<file path="src/rtl/csr_pkg.sv">
// Shared definitions for the machine-mode CSR file: addresses, op encoding,
// interrupt cause codes, mstatus bit positions and the read-modify-write helper.
package csr_pkg;

    localparam logic [11:0] CSR_MSTATUS       = 12'h300;
    localparam logic [11:0] CSR_MISA          = 12'h301;
    localparam logic [11:0] CSR_MIE           = 12'h304;
    localparam logic [11:0] CSR_MTVEC         = 12'h305;
    localparam logic [11:0] CSR_MCOUNTINHIBIT = 12'h320;
    localparam logic [11:0] CSR_MSCRATCH      = 12'h340;
    localparam logic [11:0] CSR_MEPC          = 12'h341;
    localparam logic [11:0] CSR_MCAUSE        = 12'h342;
    localparam logic [11:0] CSR_MTVAL         = 12'h343;
    localparam logic [11:0] CSR_MIP           = 12'h344;
    localparam logic [11:0] CSR_MCYCLE        = 12'hB00;
    localparam logic [11:0] CSR_MINSTRET      = 12'hB02;
    localparam logic [11:0] CSR_MCYCLEH       = 12'hB80;
    localparam logic [11:0] CSR_MINSTRETH     = 12'hB82;
    localparam logic [11:0] CSR_MHARTID       = 12'hF14;

    typedef enum logic [1:0] {
        CSR_OP_NONE  = 2'b00,
        CSR_OP_WRITE = 2'b01,
        CSR_OP_SET   = 2'b10,
        CSR_OP_CLEAR = 2'b11
    } csr_op_e;

    localparam logic [4:0] IRQ_CODE_MSI    = 5'd3;
    localparam logic [4:0] IRQ_CODE_MTI    = 5'd7;
    localparam logic [4:0] IRQ_CODE_MEI    = 5'd11;
    localparam logic [4:0] IRQ_CODE_LOCAL0 = 5'd16;

    localparam int MSTATUS_MIE  = 3;
    localparam int MSTATUS_MPIE = 7;

    localparam logic [31:0] MISA_VALUE = 32'h4000_0100;

    function automatic logic [31:0] csr_apply_op(input csr_op_e op,
                                                 input logic [31:0] old_val,
                                                 input logic [31:0] operand);
        logic [31:0] res;
        case (op)
            CSR_OP_WRITE: res = operand;
            CSR_OP_SET:   res = old_val | operand;
            CSR_OP_CLEAR: res = old_val & ~operand;
            default:      res = old_val;
        endcase
        return res;
    endfunction

endpackage

</file>
<file path="src/rtl/csr_counter64.sv">
// 64-bit event counter with per-half write strobes; a half write replaces the
// increment for that cycle and never carries into the other half.
module csr_counter64 (
    input  logic        clk,
    input  logic        rst_n,
    input  logic        en,
    input  logic        inhibit,
    input  logic        wr_lo,
    input  logic        wr_hi,
    input  logic [31:0] wdata,
    output logic [63:0] count
);

    logic [63:0] count_d;
    logic [63:0] count_q;

    // next count: write strobes take precedence over counting
    always_comb begin
        count_d = count_q;
        if (wr_lo) begin
            count_d = {count_q[63:32], wdata};
        end else if (wr_hi) begin
            count_d = {wdata, count_q[31:0]};
        end else if (en && !inhibit) begin
            count_d = count_q + 64'd1;
        end else begin
            count_d = count_q;
        end
    end

    // counter state register
    always_ff @(posedge clk or negedge rst_n) begin
        if (!rst_n) begin
            count_q <= 64'd0;
        end else begin
            count_q <= count_d;
        end
    end

    assign count = count_q;

endmodule

</file>
<file path="src/rtl/csr_file_m.sv">
// Machine-mode CSR file: CSR read/modify/write, trap entry and mret, interrupt
// arbitration with vectored mtvec, and optional mcycle/minstret counters.
module csr_file_m
    import csr_pkg::*;
#(
    parameter int          NUM_LOCAL_IRQ = 4,
    parameter bit          HAS_COUNTERS  = 1'b1,
    parameter logic [31:0] MTVEC_RESET   = 32'h0000_0000,
    parameter logic [31:0] HART_ID       = 32'h0000_0000
) (
    input  logic                     clk,
    input  logic                     reset_n,
    input  logic [11:0]              csr_addr,
    input  logic [1:0]               csr_op,
    input  logic [31:0]              csr_wdata,
    output logic [31:0]              csr_rdata,
    output logic                     csr_illegal,
    input  logic                     irq_ext,
    input  logic                     irq_timer,
    input  logic                     irq_soft,
    input  logic [NUM_LOCAL_IRQ-1:0] irq_local,
    output logic                     irq_pending,
    output logic [4:0]               irq_code,
    input  logic                     trap_take,
    input  logic                     exc_valid,
    input  logic [4:0]               exc_code,
    input  logic [31:0]              exc_tval,
    input  logic [31:0]              current_pc,
    input  logic                     mret,
    input  logic                     instr_retire,
    output logic [31:0]              trap_vector,
    output logic [31:0]              mepc,
    output logic                     mie_global
);

    localparam logic [31:0] MIE_MASK = 32'h0000_0888 |
                                       ((((32'd1 << NUM_LOCAL_IRQ) - 32'd1) & 32'h0000_FFFF) << 16);

    logic        mstatus_mie_q, mstatus_mie_d, mstatus_mpie_q, mstatus_mpie_d;
    logic [31:0] mie_q, mie_d, mtvec_q, mtvec_d, mscratch_q, mscratch_d;
    logic [31:0] mepc_q, mepc_d, mcause_q, mcause_d, mtval_q, mtval_d;
    logic [31:0] mip_q, mip_d, mcountinhibit_q, mcountinhibit_d;
    logic [31:0] mstatus_s, wval_s, pending_s;
    logic [63:0] mcycle_s, minstret_s;
    logic [15:0] local_src_s;
    logic [4:0]  local_code_s, irq_code_s;
    logic        illegal_addr_s, read_only_s, trap_s, csr_we_s, irq_pending_s;

    assign mstatus_s = {19'd0, 2'b11, 3'd0, mstatus_mpie_q, 3'd0, mstatus_mie_q, 3'd0};

    generate
        if (NUM_LOCAL_IRQ > 0) begin : g_local
            assign local_src_s = 16'(irq_local);
        end else begin : g_no_local
            assign local_src_s = 16'd0;
        end
    endgenerate

    // read mux and address legality decode
    always_comb begin
        csr_rdata      = 32'd0;
        illegal_addr_s = 1'b0;
        read_only_s    = 1'b0;
        case (csr_addr)
            CSR_MSTATUS:       csr_rdata = mstatus_s;
            CSR_MISA:          csr_rdata = MISA_VALUE;
            CSR_MIE:           csr_rdata = mie_q;
            CSR_MTVEC:         csr_rdata = mtvec_q;
            CSR_MSCRATCH:      csr_rdata = mscratch_q;
            CSR_MEPC:          csr_rdata = mepc_q;
            CSR_MCAUSE:        csr_rdata = mcause_q;
            CSR_MTVAL:         csr_rdata = mtval_q;
            CSR_MIP:           csr_rdata = mip_q;
            CSR_MCOUNTINHIBIT: begin csr_rdata = HAS_COUNTERS ? mcountinhibit_q : 32'd0; illegal_addr_s = !HAS_COUNTERS; end
            CSR_MCYCLE:        begin csr_rdata = HAS_COUNTERS ? mcycle_s[31:0]    : 32'd0; illegal_addr_s = !HAS_COUNTERS; end
            CSR_MCYCLEH:       begin csr_rdata = HAS_COUNTERS ? mcycle_s[63:32]   : 32'd0; illegal_addr_s = !HAS_COUNTERS; end
            CSR_MINSTRET:      begin csr_rdata = HAS_COUNTERS ? minstret_s[31:0]  : 32'd0; illegal_addr_s = !HAS_COUNTERS; end
            CSR_MINSTRETH:     begin csr_rdata = HAS_COUNTERS ? minstret_s[63:32] : 32'd0; illegal_addr_s = !HAS_COUNTERS; end
            CSR_MHARTID:       begin csr_rdata = HART_ID; read_only_s = 1'b1; end
            default:           illegal_addr_s = 1'b1;
        endcase
    end

    assign csr_illegal = (csr_op != CSR_OP_NONE) && (illegal_addr_s || read_only_s);
    assign trap_s      = exc_valid || (trap_take && irq_pending_s);
    assign csr_we_s    = (csr_op != CSR_OP_NONE) && !csr_illegal && !trap_s && !mret;
    assign wval_s      = csr_apply_op(csr_op_e'(csr_op), csr_rdata, csr_wdata);

    // interrupt arbiter: 11 > 3 > 7 > lowest-numbered local line
    always_comb begin
        pending_s    = mip_q & mie_q;
        local_code_s = 5'd0;
        for (int i = 15; i >= 0; i--) begin
            local_code_s = pending_s[16+i] ? (IRQ_CODE_LOCAL0 + 5'(i)) : local_code_s;
        end
        if (pending_s[11]) begin
            irq_code_s = IRQ_CODE_MEI;
        end else if (pending_s[3]) begin
            irq_code_s = IRQ_CODE_MSI;
        end else if (pending_s[7]) begin
            irq_code_s = IRQ_CODE_MTI;
        end else begin
            irq_code_s = local_code_s;
        end
        irq_pending_s = mstatus_mie_q && (pending_s != 32'd0);
    end

    // architectural next state: trap beats mret beats a CSR write
    always_comb begin
        mstatus_mie_d   = mstatus_mie_q;
        mstatus_mpie_d  = mstatus_mpie_q;
        mie_d           = mie_q;
        mtvec_d         = mtvec_q;
        mscratch_d      = mscratch_q;
        mepc_d          = mepc_q;
        mcause_d        = mcause_q;
        mtval_d         = mtval_q;
        mcountinhibit_d = mcountinhibit_q;
        mip_d           = {local_src_s, 4'd0, irq_ext, 3'd0, irq_timer, 3'd0, irq_soft, 3'd0};
        if (trap_s) begin
            mepc_d         = {current_pc[31:2], 2'b00};
            mstatus_mpie_d = mstatus_mie_q;
            mstatus_mie_d  = 1'b0;
            if (exc_valid) begin
                mcause_d = {27'd0, exc_code};
                mtval_d  = exc_tval;
            end else begin
                mcause_d = {1'b1, 26'd0, irq_code_s};
                mtval_d  = 32'd0;
            end
        end else if (mret) begin
            mstatus_mie_d  = mstatus_mpie_q;
            mstatus_mpie_d = 1'b1;
        end else if (csr_we_s) begin
            case (csr_addr)
                CSR_MSTATUS: begin
                    mstatus_mie_d  = wval_s[MSTATUS_MIE];
                    mstatus_mpie_d = wval_s[MSTATUS_MPIE];
                end
                CSR_MIE:           mie_d           = wval_s & MIE_MASK;
                CSR_MTVEC:         mtvec_d         = wval_s & 32'hFFFF_FFFD;
                CSR_MSCRATCH:      mscratch_d      = wval_s;
                CSR_MEPC:          mepc_d          = wval_s & 32'hFFFF_FFFC;
                CSR_MCAUSE:        mcause_d        = wval_s;
                CSR_MTVAL:         mtval_d         = wval_s;
                CSR_MCOUNTINHIBIT: mcountinhibit_d = wval_s & 32'h0000_0005;
                default:           mscratch_d      = mscratch_q;
            endcase
        end else begin
            mscratch_d = mscratch_q;
        end
    end

    // CSR state registers
    always_ff @(posedge clk or negedge reset_n) begin
        if (!reset_n) begin
            mstatus_mie_q   <= 1'b0;
            mstatus_mpie_q  <= 1'b0;
            mie_q           <= 32'd0;
            mtvec_q         <= MTVEC_RESET;
            mscratch_q      <= 32'd0;
            mepc_q          <= 32'd0;
            mcause_q        <= 32'd0;
            mtval_q         <= 32'd0;
            mip_q           <= 32'd0;
            mcountinhibit_q <= 32'd0;
        end else begin
            mstatus_mie_q   <= mstatus_mie_d;
            mstatus_mpie_q  <= mstatus_mpie_d;
            mie_q           <= mie_d;
            mtvec_q         <= mtvec_d;
            mscratch_q      <= mscratch_d;
            mepc_q          <= mepc_d;
            mcause_q        <= mcause_d;
            mtval_q         <= mtval_d;
            mip_q           <= mip_d;
            mcountinhibit_q <= mcountinhibit_d;
        end
    end

    generate
        if (HAS_COUNTERS) begin : g_counters
            csr_counter64 u_mcycle (
                .clk     (clk),
                .rst_n   (reset_n),
                .en      (1'b1),
                .inhibit (mcountinhibit_q[0]),
                .wr_lo   (csr_we_s && (csr_addr == CSR_MCYCLE)),
                .wr_hi   (csr_we_s && (csr_addr == CSR_MCYCLEH)),
                .wdata   (wval_s),
                .count   (mcycle_s)
            );
            csr_counter64 u_minstret (
                .clk     (clk),
                .rst_n   (reset_n),
                .en      (instr_retire),
                .inhibit (mcountinhibit_q[2]),
                .wr_lo   (csr_we_s && (csr_addr == CSR_MINSTRET)),
                .wr_hi   (csr_we_s && (csr_addr == CSR_MINSTRETH)),
                .wdata   (wval_s),
                .count   (minstret_s)
            );
        end else begin : g_no_counters
            assign mcycle_s   = 64'd0;
            assign minstret_s = 64'd0;
        end
    endgenerate

    assign irq_pending = irq_pending_s;
    assign irq_code    = irq_code_s;
    assign mepc        = mepc_q;
    assign mie_global  = mstatus_mie_q;
    assign trap_vector = (mtvec_q[0] && !exc_valid)
                       ? ({mtvec_q[31:2], 2'b00} + {25'd0, irq_code_s, 2'b00})
                       : {mtvec_q[31:2], 2'b00};

endmodule

</file>
<file path="config.mk">
export PLATFORM = sky130hd
export DESIGN_NAME = csr_file_m
export DESIGN_NICKNAME = d
export VERILOG_FILES = /design/src/rtl/csr_pkg.sv /design/src/rtl/csr_counter64.sv /design/src/rtl/csr_file_m.sv
export SDC_FILE = /design/constraint.sdc
export NUM_CORES = 1
export LEC_CHECK = 0
export ABC_AREA = 1
export BUFFER_PORTS_ARGS = -buffer_cell sky130_fd_sc_hd__buf_2
export CORE_ASPECT_RATIO = 2
export CORE_UTILIZATION = 31
export CTS_CLUSTER_DIAMETER = 50
export DETAILED_ROUTE_END_ITERATION = 8
export GPL_ROUTABILITY_DRIVEN = 0
export PLACE_DENSITY_LB_ADDON = 0.1
export SETUP_SLACK_MARGIN = 0.05
export SLEW_MARGIN = 25
export SYNTH_ARGS = -nofsm -noshare
export SYNTH_HDL_FRONTEND = slang
export SYNTH_SLANG_ARGS = --single-unit
</file>
<file path="constraint.sdc">
create_clock -name clk -period 6.5 [get_ports clk]
set_input_delay 0 -clock clk [delete_from_list [all_inputs] [get_ports clk]]
set_output_delay 0 -clock clk [all_outputs]
set_load 0.05 [all_outputs]
</file>
==> results of run 1 <==
[synthesized netlist by cell type]
| cell | instances | area, sq um |
|---|---|---|
| sky130_fd_sc_hd__buf_6 | 9 | 101 |
| sky130_fd_sc_hd__nor2_1 | 419 | 1570 |
| sky130_fd_sc_hd__nand3_4 | 1 | 17.5 |
| sky130_fd_sc_hd__conb_1 | 1 | 3.75 |
| sky130_fd_sc_hd__inv_1 | 267 | 1000 |
| sky130_fd_sc_hd__nand4_4 | 2 | 42.5 |
| sky130_fd_sc_hd__nor2_2 | 10 | 62.6 |
| sky130_fd_sc_hd__buf_2 | 48 | 240 |
| sky130_fd_sc_hd__o21ai_2 | 9 | 78.8 |
| sky130_fd_sc_hd__a21oi_1 | 23 | 115 |
| sky130_fd_sc_hd__o21ai_0 | 127 | 636 |
| sky130_fd_sc_hd__or2_1 | 1 | 6.26 |
| sky130_fd_sc_hd__and3_1 | 4 | 25.0 |
| sky130_fd_sc_hd__o2111ai_1 | 1 | 8.76 |
| sky130_fd_sc_hd__nand3_2 | 5 | 50.1 |
| sky130_fd_sc_hd__o21ai_1 | 75 | 375 |
| sky130_fd_sc_hd__nor3_1 | 64 | 320 |
| sky130_fd_sc_hd__or2_2 | 2 | 12.5 |
| sky130_fd_sc_hd__buf_1 | 8 | 30.0 |
| sky130_fd_sc_hd__nand3b_1 | 7 | 52.6 |
| sky130_fd_sc_hd__ha_1 | 7 | 87.6 |
| sky130_fd_sc_hd__nand2_2 | 18 | 113 |
| sky130_fd_sc_hd__nor4_1 | 2 | 12.5 |
| sky130_fd_sc_hd__dfrtp_1 | 303 | 7580 |
| sky130_fd_sc_hd__nand2_1 | 1360 | 5100 |
| sky130_fd_sc_hd__xnor2_1 | 44 | 385 |
| sky130_fd_sc_hd__nand3_1 | 416 | 2080 |
| sky130_fd_sc_hd__nor2_4 | 8 | 90.1 |
| sky130_fd_sc_hd__inv_2 | 14 | 52.6 |
| sky130_fd_sc_hd__nand4_1 | 53 | 332 |
| sky130_fd_sc_hd__nor3b_1 | 2 | 15.0 |
| sky130_fd_sc_hd__fa_1 | 1 | 20.0 |
| sky130_fd_sc_hd__clkbuf_1 | 75 | 282 |
| sky130_fd_sc_hd__xor2_1 | 97 | 850 |
| sky130_fd_sc_hd__o22ai_1 | 1 | 6.26 |
| sky130_fd_sc_hd__buf_4 | 15 | 113 |
| sky130_fd_sc_hd__and2_1 | 1 | 6.26 |
| sky130_fd_sc_hd__nand2_8 | 1 | 20.0 |
[through the flow]
| stage | util [%] | cell area [sq um] | worst slack [ns] | cells |
|---|---|---|---|---|
| 6_report | 37.4 | 26100 | 2.39 | 4683 |
| 5_1_grt | 37.4 | 26100 | 2.11 | 4683 |
| 4_1_cts | 37.4 | 26100 | 2.35 | 4683 |
| 3_5_place_dp | 34.1 | 23800 | 2.64 | 4522 |
| 3_3_place_gp | 34.1 | 23800 | 2.68 | 4522 |
| 2_1_floorplan | - | 21900 | 2.65 | 3504 |
[sequential cells by signal (all words and copies together), names as in the netlist]
name / count
mstatus_mpie_q: 1
g_counters.u_mcycle.count: 64
g_counters.u_minstret.count: 64
mcountinhibit_q: 2
mip_q: 7
mtvec_q: 31
mtval_q: 32
mie_global: 1
mscratch_q: 32
mcause_q: 32
mepc: 30
mie_q: 7
[cell usage in the layout (no fill, tap or decap), drive strengths merged, types with 23 or more instances in the layout]
cell,n
nand2,1379
buf,270
nor3,64
dfrtp,303
o21ai,211
nor2,437
xnor2,44
nand4,55
inv,285
xor2,97
a21oi,23
nand3,422
dlygate4sd3,99
clkbuf,44
[layer usage]
metal	wire, microns	part of all wire (%)	vias to the layer above
li1	-	-	11500
met5	0	0	-
met3	6310	5.4	348
met4	9200	7.8	0
met1	43200	37	11800
met2	58600	50	968
[worst reg2reg max path, cell delays in order (launching register included)]
cell and delay, ns:
sky130_fd_sc_hd__dfrtp_1 0.41, sky130_fd_sc_hd__nand2_1 0.18, sky130_fd_sc_hd__nand2_1 0.13, sky130_fd_sc_hd__nor2_2 0.20, sky130_fd_sc_hd__nand2_1 0.10, sky130_fd_sc_hd__nand3_1 0.20
sky130_fd_sc_hd__nand2_2 0.11, sky130_fd_sc_hd__buf_4 0.34, sky130_fd_sc_hd__inv_2 0.35, sky130_fd_sc_hd__buf_4 0.64, sky130_fd_sc_hd__nand2_1 0.23, sky130_fd_sc_hd__nand2_1 0.08
sky130_fd_sc_hd__dlygate4sd3_1 0.54, sky130_fd_sc_hd__nand2_1 0.05, sky130_fd_sc_hd__nand2_1 0.06
[layout make-up]
| cell class | count | area [sq um] | share of cell area [%] |
|---|---|---|---|
| clock buffer | 44 | 995 | 3.81 |
| tap | 903 | 1130 | 4.33 |
| timing repair buffer | 369 | 2480 | 9.50 |
| inverter | 281 | 1050 | 4.04 |
| sequential | 303 | 7580 | 29.1 |
| multi-input combinational | 2765 | 12500 | 48.1 |
| clock inverter | 18 | 299 | 1.15 |
[how the worst min path moves through the flow]
stage	start	cells after the start	to
final	csr_wdata[13]	5	mscratch_q[13]$_DFFE_PN0P_
after detailed placement	reset_n	1	mepc[7]$_DFFE_PN0P_
after floorplan	reset_n	0	g_counters.u_mcycle.count[0]$_DFFE_PN0P_
after global placement	reset_n	1	mepc[7]$_DFFE_PN0P_
after CTS	csr_wdata[13]	5	mscratch_q[13]$_DFFE_PN0P_
after global routing	irq_local[1]	2	mip_q[17]$_DFF_PN0_
[power by group]
group          internal (mW)  switching (mW)
clock network           1.38           0.973
registers               1.95          0.0695
logic                  0.163           0.421
[timing repair]
action                    CTS  global route
hold endpoints to repair  187             0
buffers inserted            0             0
hold buffers               99             0
[kinds of logic after synthesis]
logic type	count (synthesis)	share of synthesized area, %
AND/OR/NAND/NOR	2376	45.4
flip-flops	303	34.6
buffers and inverters	436	8.31
adder cells (fa/ha/maj)	8	0.491
XOR/XNOR	141	5.64
AO/OA/AOI/OAI	236	5.57
other	1	0.0171
==> metrics.txt, run 1 <==
number of vias per cell after detailed routing=5.26; max cap viols=0; Post-Syn Instances=3501; number of global-route vias before repair=24200; # setup viols final=0; result of the run=complete, no violations; # H-tree levels=2; number of sinks handled by clock tree synthesis=303; fraction of layout cells with a size suffix above 1=10.7%; starting density of the core=31.4%; Avg Inst Size Synth=6.26 sq um; HPWL reported at the end of detailed placement=89200 microns; Fin Clk Skew=0.0432 ns; transition time of the tightest slew-check pin=1.06 ns; Final Critical Period=4.11 ns; Final ANT Viol Nets=0; DRC marker count from the first detailed-route iteration=1992; source-to-sink clock delay at the later pin of the worst-skew pair=0.58 ns; max-slew headroom at the worst pin=28.7%; met2 routing resource usage after global routing=57.5%; Area Growth Syn to Fin=19.1%; maximum number of pins on one net before global-route repair=121; buffers from clock root to sink, at most=3; DRC violations left=0; total detailed-routing wirelength=117000 microns; global route overflow=0; setup tns final=0 ns; chip height=378 microns; CP cell instances=nand2_1 -> nand2_1 -> nor2_2 -> nand2_1 -> ha_1 -> fa_1 -> nand2_1 -> nand2_1 -> nand2_1 -> nand2_1 -> nand2_1 -> nand2_1 -> nand3_1 -> nor2_1 -> xor2_1 -> buf_2; required time at the worst-slack endpoint=6.50 ns; number of failing hold endpoints at the final stage=0; number of placement rows=137; capture point of the worst reg-to-reg path=mtval_q[10]$_DFFE_PN0P_; share of the clock period used by the worst path=63.3%; delay of the slowest critical-path stage=0.60 ns; critical path depth in cells=16; crit path max-delay cell type=sky130_fd_sc_hd__xor2_1; Leakage Power=12.7 nW; minimum setup slack among reg-to-reg paths=2.81 ns; Worst path most repeated cell=sky130_fd_sc_hd__nand2_1; met1 Track Usage GR=36.0%; CTS root buffer=sky130_fd_sc_hd__clkbuf_16; Hold Path Class=in2reg; Critical Setup Path Class=reg2out; critical path endpoint category=output port; # diodes=0; Buffers on Ports=225; number of cells on the worst reg-to-reg path=14; total die area=0.0718 sq mm; cell class contributing the biggest share of worst-path delay=simple AND/OR/NAND/NOR gates; Max Fanout on Critical Path=4; Net count, final=3893; startpoint of the most critical setup path=mie_q[11]$_DFFE_PN0P_; area of the mapped netlist=0.0219 sq mm; data arrival time of the critical path=4.11 ns; total power consumption of the routed design=4.95 mW; routed wire length per instance=25.0 microns; Pwr per Cell Area=190 mW/mm^2; worst vdd rail ir drop=201 uV; CTS clock-pin slew for the worst setup and hold paths=0.07 ns; smallest hold slack=0.0313 ns; CP startpoint kind=flip-flop; Critical Path Sink=trap_vector[10]; I/O pin total=232; TritonCTS clock tree=built; filler instances=7798; most heavily used metal layer in global routing=met2; Seq/Total Area, Yosys=34.6%; Std-Cell Core Area=0.0698 sq mm; register bit total from synthesis=303; post-cts repair resize count=0; Netlist cell types=38; via count of the routed design=24700; DRT Pass-1 Iters=6; total count of max-transition violations in the final report=0; total CTS buffers=37; met3 capacity usage during global routing=3.49%; unrepaired setup endpoints after global routing=false; number of buffers and inverters on the critical path=1; global-route wire length before repair=167000 microns; Die Span X=190 microns; f_max=243 MHz; initial antenna violation count=0; YS warnings=0; total routing resource utilization after global routing=32.4%; FF-to-FF Start=mie_q[11]$_DFFE_PN0P_
Note: power is estimated with default switching activity, not from simulation.
==> run 2, diff against run 1 <==
==> constraint.sdc (replaced) <==
create_clock -name clk -period 3.6 [get_ports clk]
set_input_delay 0 -clock clk [delete_from_list [all_inputs] [get_ports clk]]
set_output_delay 0 -clock clk [all_outputs]
set_load 0.05 [all_outputs]
==> metrics.txt, run 2 (synthesis results as in run 1) <==
Area Growth Syn to Fin=21.5%; max-slew headroom at the worst pin=24.1% (-4.6 points); TritonCTS clock tree=built; dpl cell area=0.0243 sq mm (+2.2%); Die Span X=190 microns (unchanged); total routing resource utilization after global routing=33.0% (+0.51 points); buffers from clock root to sink, at most=3 (unchanged); DRC marker count from the first detailed-route iteration=2222 (+12%); setup tns final=0 ns (unchanged); Worst Slack Setup Final=0.222 ns (-2.16 ns); Fin Clk Skew=0.0220 ns (-0.0211 ns); result of the run=complete, no violations; transition time of the tightest slew-check pin=1.13 ns (+0.0684 ns); Cells after DPL=4574 (+1.1%); fraction of layout cells with a size suffix above 1=12.6% (+1.9 points); final cell count without fillers=4737 (+1.2%); HPWL reported at the end of detailed placement=92600 microns (+3.8%); Final ANT Viol Nets=0 (unchanged); DRC violations left=0 (unchanged); Std-Cell Core Area=0.0698 sq mm (unchanged); number of vias per cell after detailed routing=5.27 (+0.18%); total detailed-routing wirelength=119000 microns (+1.1%); # setup viols final=0 (unchanged); Leakage Power=13.0 nW (+2.3%); DRT Pass-1 Iters=6 (unchanged); Net count, final=3946 (+1.4%); most frequent standard cell in the layout excluding fill and tap cells=sky130_fd_sc_hd__nand2_1; worst vdd rail ir drop=304 uV (+51%); Final Critical Period=3.38 ns; maximum number of pins on one net before global-route repair=86 (-29%); max cap viols=0 (unchanged); crit path max-delay cell type=sky130_fd_sc_hd__dfrtp_1; number of placement rows=137 (unchanged); chip height=378 microns (unchanged); initial antenna violation count=3 (+3); number of sinks handled by clock tree synthesis=303 (unchanged); starting density of the core=31.4% (unchanged); CP cell instances=nand2_2 -> nand2_2 -> nor2_4 -> nand2_1 -> ha_1 -> fa_1 -> nand2_1 -> nand2_1 -> nand2_1 -> nand2_1 -> nand2_2 -> nand2_4 -> nand3_2 -> nor2_4 -> nand3_2 -> inv_1 -> nand4_1 -> xnor2_1 -> buf_4; I/O pin total=232 (unchanged); global-route wire length before repair=169000 microns (+1.7%); data arrival time of the critical path=3.38 ns (-0.73 ns); Worst path most repeated cell=sky130_fd_sc_hd__nand2_1; Max Fanout on Critical Path=4 (unchanged); global route overflow=0 (unchanged); CTS root buffer=sky130_fd_sc_hd__clkbuf_16; CTS clock-pin slew for the worst setup and hold paths=0.06 ns (about the same); CP startpoint kind=flip-flop; delay of the slowest critical-path stage=0.39 ns (-0.21 ns); source-to-sink clock delay at the later pin of the worst-skew pair=0.57 ns (about the same); total CTS buffers=37 (unchanged); routed wire length per instance=25.0 microns (about the same); Critical Setup Path Class=reg2out; required time at the worst-slack endpoint=3.60 ns (-2.90 ns); f_max=296 MHz; number of global-route vias before repair=25000 (+3.0%); number of failing hold endpoints at the final stage=0 (unchanged); total die area=0.0718 sq mm (unchanged); share of the clock period used by the worst path=93.8%; # H-tree levels=2 (unchanged); Pwr per Cell Area=325 mW/mm^2 (+71%); post-placement worst setup slack=0.375 ns (-2.26 ns); Hold Path Class=in2reg; Buffers on Ports=225 (unchanged); via count of the routed design=25000 (+1.3%); smallest hold slack=0.0304 ns (-0.000895 ns); total count of max-transition violations in the final report=0 (unchanged); final standard cell area without fillers=0.0266 sq mm (+2.0%); most used cells in the layout excluding fill and tap cells=1355 x sky130_fd_sc_hd__nand2_1, 412 x sky130_fd_sc_hd__nand3_1, 408 x sky130_fd_sc_hd__nor2_1; critical path endpoint category=output port; unrepaired setup endpoints after global routing=true
[run 2: final timing paths]
| check | startpoint | end | slack [ns] | cells after the start |
|---|---|---|---|---|
| max in group asynchronous | reset_n | mepc[29]$_DFFE_PN0P_ | 2.59 | 3 |
| worst max register to register | g_counters.u_minstret.count[0]$_DFFE_PN0P_ | g_counters.u_minstret.count[44]$_DFFE_PN0P_ | 0.47 | 14 |
| worst min register to register | mtval_q[23]$_DFFE_PN0P_ | mtval_q[23]$_DFFE_PN0P_ | 0.48 | 2 |
| min in group asynchronous | reset_n | mepc[3]$_DFFE_PN0P_ | 0.05 | 2 |
| worst max-delay path | mie_q[11]$_DFFE_PN0P_ | trap_vector[20] | 0.22 | 19 |
| worst min-delay path | csr_wdata[24] | mtvec_q[24]$_DFFE_PN0P_ | 0.03 | 5 |
[run 2: worst max-delay path, delay by kind of cell, from the launching register on]
| kind | cells | cell delay (ns) |
|---|---|---|
| xor+xnor | 1 | 0.14 |
| fa+ha+maj | 2 | 0.61 |
| buf+inv | 2 | 0.29 |
| flops | 1 | 0.39 |
| simple gates | 14 | 1.38 |
[run 2: power by group]
group          leakage (nW)  internal [mW]  switching (mW)
clock                 0.589           2.19            1.72
sequential             3.97           3.51           0.134
combinational          8.46          0.312           0.772
[run 2: timing repair]
| action | in CTS | in global routing |
|---|---|---|
| gates cloned | 0 | 0 |
| pin swaps | 0 | 1 |
| setup endpoints to repair | 13 | 17 |
| gates resized for setup | 11 | 21 |
| hold buffers | 97 | 0 |
| buffers inserted | 0 | 3 |
| endpoints found under the hold margin | 182 | 0 |
[run 2: stage by stage]
stage | power [mW] | utilization (%)
finish | 8.65 | 38.2
global route | 8.86 | 38.1
CTS | 8.70 | 38.0
detailed placement | 4.70 | 34.8
global placement | 4.70 | 34.8
floorplan | 4.17 | -
[run 2: layer usage]
metal,wire (microns),part of all wire (%),track usage (%)
met1,44400,37,37.1
met2,60200,51,59.4
met3,5650,4.8,2.69
met4,8330,7.0,20.5
met5,0,0,0
[run 2: final cells by class]
| cell class | count | area [sq um] |
|---|---|---|
| inverters | 281 | 1050 |
| clock inverters | 18 | 205 |
| flip-flops and latches | 303 | 7580 |
| fillers | 7904 | 43100 |
| well taps | 903 | 1130 |
| clock buffers | 44 | 982 |
| repair buffers | 422 | 3010 |
| multi-input cells | 2765 | 12700 |
| diodes | 1 | 2.50 |
==> run 3, diff against run 2 <==
--- a/config.mk
+++ b/config.mk
@@ -7,8 +7,10 @@
 export LEC_CHECK = 0
 export ABC_AREA = 1
 export BUFFER_PORTS_ARGS = -buffer_cell sky130_fd_sc_hd__buf_2
+export CAP_MARGIN = 20
 export CORE_ASPECT_RATIO = 2
 export CORE_UTILIZATION = 31
+export CTS_BUF_LIST = sky130_fd_sc_hd__clkbuf_8
 export CTS_CLUSTER_DIAMETER = 50
 export DETAILED_ROUTE_END_ITERATION = 8
 export GPL_ROUTABILITY_DRIVEN = 0
==> metrics.txt, run 3 (synthesis results as in run 1) <==
result of the run=complete, no violations; number of placement rows=137 (unchanged); total power consumption of the routed design=8.21 mW (-5.0%); CP startpoint kind=flip-flop; setup tns final=0 ns (unchanged); CTS clock-pin slew for the worst setup and hold paths=0.07 ns (about the same); Worst path most repeated cell=sky130_fd_sc_hd__nand2_1; CP cell instances=nand2_2 -> nand2_4 -> nor2_4 -> nand2_4 -> ha_1 -> nand3_1 -> nand3_2 -> nand2_1 -> nand2_1 -> nand2_1 -> a21oi_2 -> buf_6 -> buf_4 -> nand2_1 -> nor2_2 -> xor2_1 -> buf_4 -> buf_6; Area Growth Syn to Fin=23.7%; required time at the worst-slack endpoint=3.60 ns (about the same); minimum setup slack among reg-to-reg paths=0.48 ns (about the same); most used cells in the layout excluding fill and tap cells=1351 x sky130_fd_sc_hd__nand2_1, 411 x sky130_fd_sc_hd__nand3_1, 407 x sky130_fd_sc_hd__nor2_1; Final ANT Viol Nets=0 (unchanged); initial antenna violation count=3 (unchanged); total CTS buffers=51 (+38%); f_max=299 MHz (+0.88%); Buffers on Ports=225 (unchanged); number of global-route vias before repair=25400 (+1.6%); Leakage Power=13.3 nW (+2.0%); crit path max-delay cell type=sky130_fd_sc_hd__dfrtp_1; delay of the slowest critical-path stage=0.41 ns (+0.02 ns); share of the clock period used by the worst path=93.0% (-0.82 points); max-slew headroom at the worst pin=18.8% (-5.3 points); starting density of the core=31.4% (unchanged); chip height=378 microns (unchanged); DRT Pass-1 Iters=8 (+2); Final Critical Period=3.35 ns (-0.0295 ns); number of vias per cell after detailed routing=5.23 (-0.75%); total detailed-routing wirelength=119000 microns (+0.54%); TritonCTS clock tree=built; number of buffers and inverters on the critical path=4 (+2); CTS root buffer=sky130_fd_sc_hd__clkbuf_8; Hold Path Class=in2reg; unrepaired setup endpoints after global routing=true; most frequent standard cell in the layout excluding fill and tap cells=sky130_fd_sc_hd__nand2_1; # setup viols final=0 (unchanged); Pwr per Cell Area=303 mW/mm^2 (-6.7%); maximum number of pins on one net before global-route repair=71 (-17%); Std-Cell Core Area=0.0698 sq mm (unchanged); number of failing hold endpoints at the final stage=0 (unchanged); data arrival time of the critical path=3.35 ns (-0.03 ns); via count of the routed design=25200 (+1.0%); critical path endpoint category=output port; total count of max-transition violations in the final report=0 (unchanged); # H-tree levels=2 (unchanged); DRC violations left=0 (unchanged); fraction of layout cells with a size suffix above 1=13.2% (+0.60 points); global route overflow=0 (unchanged); Net count, final=4012 (+1.7%); worst vdd rail ir drop=258 uV (-15%); sequential cell area in the final layout=0.00758 sq mm (unchanged); DRC marker count from the first detailed-route iteration=2131 (-4.1%); cell class contributing the biggest share of worst-path delay=simple AND/OR/NAND/NOR gates; final core occ=38.8% (+0.69 points); total die area=0.0718 sq mm (unchanged); area used by multi-input combinational logic=0.0127 sq mm (+0.51%); routed wire length per instance=24.7 microns (-1.2%); Die Span X=190 microns (unchanged); transition time of the tightest slew-check pin=1.22 ns (+0.0911 ns); Critical Setup Path Class=reg2out; filler instances=7891 (-0.16%); source-to-sink clock delay at the later pin of the worst-skew pair=0.66 ns (+0.09 ns); total routing resource utilization after global routing=33.2% (+0.27 points); HPWL reported at the end of detailed placement=92600 microns (unchanged); Fin Clk Skew=0.0291 ns (+0.00707 ns); Max Fanout on Critical Path=4 (unchanged); I/O pin total=232 (unchanged); number of sinks handled by clock tree synthesis=303 (unchanged); global-route wire length before repair=171000 microns (+0.94%); buffers from clock root to sink, at most=3 (unchanged); max cap viols=0 (unchanged)
## run 3: changes by cell type in the layout (fill, tap and decap cells not counted), moves of 4 or more
cell	before	now
sky130_fd_sc_hd__dlygate4sd3_1	97	145
sky130_fd_sc_hd__nand2_1	1355	1351
sky130_fd_sc_hd__inv_1	266	281
sky130_fd_sc_hd__clkbuf_1	4	0
sky130_fd_sc_hd__inv_6	5	0
sky130_fd_sc_hd__clkbuf_8	3	65
sky130_fd_sc_hd__clkbuf_16	37	0
sky130_fd_sc_hd__buf_4	94	99
## run 3: routing by layer
metal	vias to the layer above	routed length, microns	GRT usage (%)
li1	11800	-	-
met1	12100	43800	36.9
met2	999	60200	59.3
met3	346	6050	3.26
met4	2	9160	22.3
met5	-	11	0
## run 3: metrics by stage
step | instances | worst slack [ns] | area, sq um | hold slack [ns]
2_1_floorplan | 3504 | 0.106 | 21900 | -0.296
3_3_place_gp | 4574 | 0.461 | 24300 | 0.0883
3_5_place_dp | 4574 | 0.375 | 24300 | 0.0944
4_1_cts | 4815 | 0.0517 | 26900 | 0.000393
5_1_grt | 4821 | 0.00296 | 27100 | 0.0334
6_report | 4821 | 0.251 | 27100 | 0.0244
## run 3: area by class of cell
class,count,area share (%)
multi-input cells,2765,46.9
clock inverters,29,0.688
repair buffers,474,13.0
clock buffers,65,3.30
inverters,281,3.89
flip-flops and latches,303,28.0
diodes,1,0.00924
well taps,903,4.17
## run 3: worst paths after layout
path                                            start                    endpoint  cells past startpoint
min in group asynchronous                     reset_n     mcause_q[8]$_DFFE_PN0P_                      3
hold / removal                           irq_local[0]         mip_q[16]$_DFF_PN0_                      2
max in group asynchronous                     reset_n      mtval_q[2]$_DFFE_PN0P_                      4
setup reg to reg                 mie_q[3]$_DFFE_PN0P_     mcause_q[3]$_DFFE_PN0P_                     13
setup / recovery                 mie_q[3]$_DFFE_PN0P_             trap_vector[13]                     18
hold reg to reg            mscratch_q[25]$_DFFE_PN0P_  mscratch_q[25]$_DFFE_PN0P_                      2
## run 3: repair_timing
action                                  in CTS  in global routing
hold buffers                               145                  0
resized for setup                           19                 34
buffers inserted                             2                  5
endpoints found under the setup margin      17                 20
endpoints found under the hold margin      457                  0
pin swaps                                    2                  9
## run 3: power by group
| group | total (mW) | internal [mW] | switching (mW) | leakage, nW |
|---|---|---|---|---|
| Clock | 3.42 | 1.77 | 1.65 | 0.613 |
| Combinational | 1.14 | 0.358 | 0.783 | 8.70 |
| Sequential | 3.65 | 3.51 | 0.134 | 3.97 |
| Total | 8.21 | 5.64 | 2.57 | 13.3 |
